File: src/rtl/serial_adder_pkg.sv
// Shared types for the bit-serial adder: FSM state encoding and default operand width.
package serial_adder_pkg;

    localparam int DEFAULT_WIDTH = 8;

    typedef enum logic [1:0] {
        IDLE  = 2'd0,
        SHIFT = 2'd1,
        DONE  = 2'd2
    } state_e;

endpackage

File: src/rtl/full_adder.sv
// Single-bit full adder cell: combinational, zero latency, no flow control.
module full_adder (
    input  logic A,
    input  logic B,
    input  logic Cin,
    output logic S,
    output logic Cout
);

    assign S    = A ^ B ^ Cin;
    assign Cout = (A & B) | (Cin & (A ^ B));

endmodule

File: src/rtl/serial_adder.sv
// Bit-serial LSB-first adder: one bit per clock, done pulses WIDTH+1 cycles after accept.
// Optional subtract mode (port sub) is enabled by defining SERIAL_ADDER_SUB_EN.
module serial_adder
    import serial_adder_pkg::*;
#(
    parameter int WIDTH = DEFAULT_WIDTH
) (
    input  logic             clk,
    input  logic             rst,
    input  logic             start,
    input  logic [WIDTH-1:0] a,
    input  logic [WIDTH-1:0] b,
`ifdef SERIAL_ADDER_SUB_EN
    input  logic             sub,
`endif
    output logic             busy,
    output logic             done,
    output logic [WIDTH-1:0] sum,
    output logic             cout
);

    localparam int CNT_W = $clog2(WIDTH);
    localparam logic [CNT_W-1:0] LAST_BIT = CNT_W'(WIDTH - 1);

    state_e           state_q;
    logic [WIDTH-1:0] opa_q;
    logic [WIDTH-1:0] opb_q;
    logic [WIDTH-1:0] sum_q;
    logic [CNT_W-1:0] cnt_q;
    logic             carry_q;
    logic             cout_q;
    logic             busy_q;
    logic             done_q;

    logic             fa_s;
    logic             fa_cout;
    logic [WIDTH-1:0] opb_load_d;
    logic             carry_init_d;

    // Subtraction is a + ~b + 1: invert b on load and seed the carry with 1.
`ifdef SERIAL_ADDER_SUB_EN
    assign opb_load_d   = sub ? ~b : b;
    assign carry_init_d = sub;
`else
    assign opb_load_d   = b;
    assign carry_init_d = 1'b0;
`endif

    full_adder u_fa (
        .A    (opa_q[0]),
        .B    (opb_q[0]),
        .Cin  (carry_q),
        .S    (fa_s),
        .Cout (fa_cout)
    );

    always_ff @(posedge clk or posedge rst) begin
        if (rst) begin
            state_q <= IDLE;
            opa_q   <= '0;
            opb_q   <= '0;
            sum_q   <= '0;
            cnt_q   <= '0;
            carry_q <= 1'b0;
            cout_q  <= 1'b0;
            busy_q  <= 1'b0;
            done_q  <= 1'b0;
        end else begin
            done_q <= 1'b0;
            case (state_q)
                IDLE, DONE: begin
                    if (start) begin
                        opa_q   <= a;
                        opb_q   <= opb_load_d;
                        carry_q <= carry_init_d;
                        cnt_q   <= '0;
                        state_q <= SHIFT;
                        busy_q  <= 1'b1;
                    end else begin
                        state_q <= IDLE;
                        busy_q  <= 1'b0;
                    end
                end
                SHIFT: begin
                    sum_q   <= {fa_s, sum_q[WIDTH-1:1]};
                    carry_q <= fa_cout;
                    opa_q   <= opa_q >> 1;
                    opb_q   <= opb_q >> 1;
                    cnt_q   <= cnt_q + 1'b1;
                    if (cnt_q == LAST_BIT) begin
                        cout_q  <= fa_cout;
                        state_q <= DONE;
                        busy_q  <= 1'b0;
                        done_q  <= 1'b1;
                    end
                end
                default: begin
                    state_q <= IDLE;
                    busy_q  <= 1'b0;
                end
            endcase
        end
    end

    assign busy = busy_q;
    assign done = done_q;
    assign sum  = sum_q;
    assign cout = cout_q;

endmodule

File: config.mk
export PLATFORM = sky130hd
export DESIGN_NAME = serial_adder
export DESIGN_NICKNAME = d
export VERILOG_FILES = /design/src/rtl/serial_adder_pkg.sv /design/src/rtl/full_adder.sv /design/src/rtl/serial_adder.sv
export SDC_FILE = /design/constraint.sdc
export NUM_CORES = 1
export LEC_CHECK = 0
export ABC_AREA = 1
export BUFFER_PORTS_ARGS = -buffer_cell sky130_fd_sc_hd__buf_2
export CAP_MARGIN = 25
export CORE_ASPECT_RATIO = 1.5
export CORE_MARGIN = 2
export CORE_UTILIZATION = 40
export DETAILED_ROUTE_END_ITERATION = 12
export PLACE_DENSITY = 0.71
export SLEW_MARGIN = 25
export SYNTH_ARGS = -nofsm -noshare
export SYNTH_HDL_FRONTEND = slang
export SYNTH_HIERARCHICAL = 1
export SYNTH_SLANG_ARGS = --single-unit
File: constraint.sdc
create_clock -name clk -period 1.5 [get_ports clk]
set_clock_uncertainty 0.05 [all_clocks]
set_input_delay 0.225 -clock clk [delete_from_list [all_inputs] [get_ports clk]]
set_output_delay 0.225 -clock clk [all_outputs]
set_load 0.01 [all_outputs]
==> results by group <==
Cells and area
  – Final net count: roughly 260
  – Final instance area: about 1900 sq um
  – Number of diodes: 0
  – Most frequent cells in the layout: 76 x nand2_1, 33 x dfrtp_1, 32 x inv_1
  – Layout area overhead: 18.0%
  – Share of cells above drive strength 1: between 20% and 30%
  – Final core occ: about half
  – Commonest non-fill, non-tap cell in the layout: nand2_1

Placement
  – RePlAce Congestion: between 0.7 and 0.8
  – Port-buffer cells: 29
  – Place WS: between 0.2 and 0.25 ns
  – Hpwl dp: 2220 microns
  – Placed Area: approximately 1800 sq um

Timing
  – Fin. max-slew vios: 0
  – Setup TNS: 0 ns
  – Setup-failing EPs final: 0
  – Slew margin rel.: about three quarters
  – Hold Vio Cnt, Final: 0
  – Fmax: between 700 and 800 MHz
  – Period utilization: between 80% and 90%
  – Minimum clock period: between 1 and 1.5 ns
  – Worst slew pin tran: around 0.40 ns
  – Final setup margin: approximately 0.23 ns
  – RSZ-0062 raised after global routing: no

Drt
  – First-pass iteration count of the detailed router: 4
  – DR DRC count: 0
  – Initial drt markers: 26
  – WL/cell: approximately 11 microns
  – Routed wire length: 3020 microns
  – DR vias/cell: ~4.5
  – DRT antenna net count: 0
  – Vias: roughly 1,300

Synthesis
  – FF+latch count, synth: 33
  – Syn avg cell area: 8.02 sq um
  – Share of the synthesized area in the top cell type: 52.0%
  – Syn_nets: 220
  – Ranking of synthesized cells by area: dfrtp_1 52%, nand2_1 18%, nand3_1 9.1%, inv_1 7.6%, o21ai_0 1.9%
  – Post-synthesis instance total: a little under 200
  – Seq/Total Area, Yosys: 52.0%
  – Synth unique cells: 17
  – YS warnings: 6
  – Cell Area, Synth: roughly 1600 sq um
  – Synth area leader: dfrtp_1

Worst hold path
  – Hold Crit Start: b[7]
  – Hold Path Class: primary input to flop

Pwr
  – Leak Pwr: between 0.001 and 0.0015 uW
  – Max IR drop VDD: approximately 1.3 mV
  – PnR Total Power: ~4000 uW
  – Pwr per Cell Area: 2170 nW/um^2

Worst setup path
  – Reg2Reg Capture Point: cout
  – Worst-path maximum fanout: 4
  – Startpoint Class: flop
  – CP arrival: about 1.4 ns
  – Worst r2r src: cnt_q[0]
  – Crit path cell chain: ha_1, ha_1, inv_1, nor2_1, nand2_1, nand2_1
  – Worst Setup EP: cout
  – Cells on worst reg2reg path: 6
  – CP Class: flop to flop
  – Slowest stage delay, CP: 0.39 ns
  – Kind of capture point of the worst setup path: flop
  – R2R Setup Slk: 0.23 ns
  – Slowest CP cell: dfrtp_1
  – CP startpoint: cnt_q[0]
  – Worst EP required: between 1.5 and 2 ns

Global routing
  – Remaining Overflow, GRT: 0
  – Pin count of the biggest net entering global routing: 34
  – Antenna violations before repair: 0
  – Global-route wire length before repair: about 5300 microns
  – GRT Total Usage: between 15 and 20%
  – Vias in the first global route: roughly 1,200

Die
  – Die X: approximately 55 microns
  – Die area: about 4500 sq um
  – Initial Util: roughly two fifths
  – IO Count: 30
  – Core area: approximately 3900 sq um
  – Die height: 81.2 microns
  – Row count: 28

Clock tree
  – CTS root buf: clkbuf_8
  – Worst-skew pair later-pin latency: about 0.28 ns
  – TritonCTS clock tree: yes
  – H-tree depth: 2
  – CTS buffer count: 5
  – Clk slew on worst S/H paths: 0.06 ns
  – CTS max path bufs: 2
  – Post-CTS sizing: 0
  – CTS sink cnt: 33

Run
  – Number of max-cap violations: 0

Outcome
  – Status: finished, final reports clean
where the power goes:
| group | switching, uW | internal [uW] | total (uW) | leakage [uW] |
|---|---|---|---|---|
| sequential | 258 | 1320 | 1580 | 0.000409 |
| clock | 301 | 363 | 665 | 0.0000443 |
| combinational | 1110 | 714 | 1820 | 0.000657 |
worst min-delay path by stage:
stage                     depth (start not counted)  endpoint  slack, ns
final                                             3  opb_q[7]       0.11
after global routing                              3  opa_q[7]       0.12
after CTS                                         3  opb_q[7]        0.1
after detailed placement                          3    sum[0]       0.29
after global placement                            3  opb_q[7]       0.28
after floorplan                                   1      busy       0.30
flip-flops by register name, summed over array words and instances, names as in the netlist, 2 cells and up:
name / flops
opb_q: 8
cnt_q: 3
state_q: 2
opa_q: 8
sum: 8
cell families after synthesis:
family,count (synthesis),share of synthesized area (%)
buffers and inverters,43,12.1
DFF,33,52.0
adders and majority gates,3,2.84
AOI/OAI and AO/OA,7,2.21
and+or+nand+nor,112,30.9
stage by stage:
step / std cells / hold slack [ns]
2_1_floorplan: 198 / 0.296
3_3_place_gp: 270 / 0.279
3_5_place_dp: 270 / 0.287
4_1_cts: 278 / 0.0982
5_1_grt: 278 / 0.115
6_report: 278 / 0.107
routing by layer:
| metal | GRT usage, % | wire length [microns] | vias up |
|---|---|---|---|
| met5 | 0 | 0 | - |
| met4 | 5.85 | 49 | 0 |
| met3 | 4.62 | 123 | 4 |
| met2 | 26.9 | 1480 | 25 |
| met1 | 17.3 | 1370 | 570 |
| li1 | - | - | 660 |
what timing repair did:
action                                 CTS  global route
setup buffers                            0             0
hold buffers                             1             0
endpoints found under the hold margin   33             0
synthesized netlist by cell type, drive strengths merged:
cell type  number
inv            35
ha              2
o21ai           6
nand2          79
dfrtp          33
a21oi           1
buf             8
fa              1
nand3          29
nor2            4
worst max-delay path: cells and delay by family (launching register included):
family,cells,cell delay [ns]
adders and majority gates,2,0.40
buffers and inverters,1,0.12
DFF,1,0.39
and+or+nand+nor,3,0.19
final cells by class:
class	instances	area (sq um)
clock buffers	7	86.3
inverters	35	134
flip-flops and latches	33	826
multi-input cells	122	571
well taps	45	56.3
repair buffers	36	200
fillers	389	2020
Power figures use the tool's default switching activity.
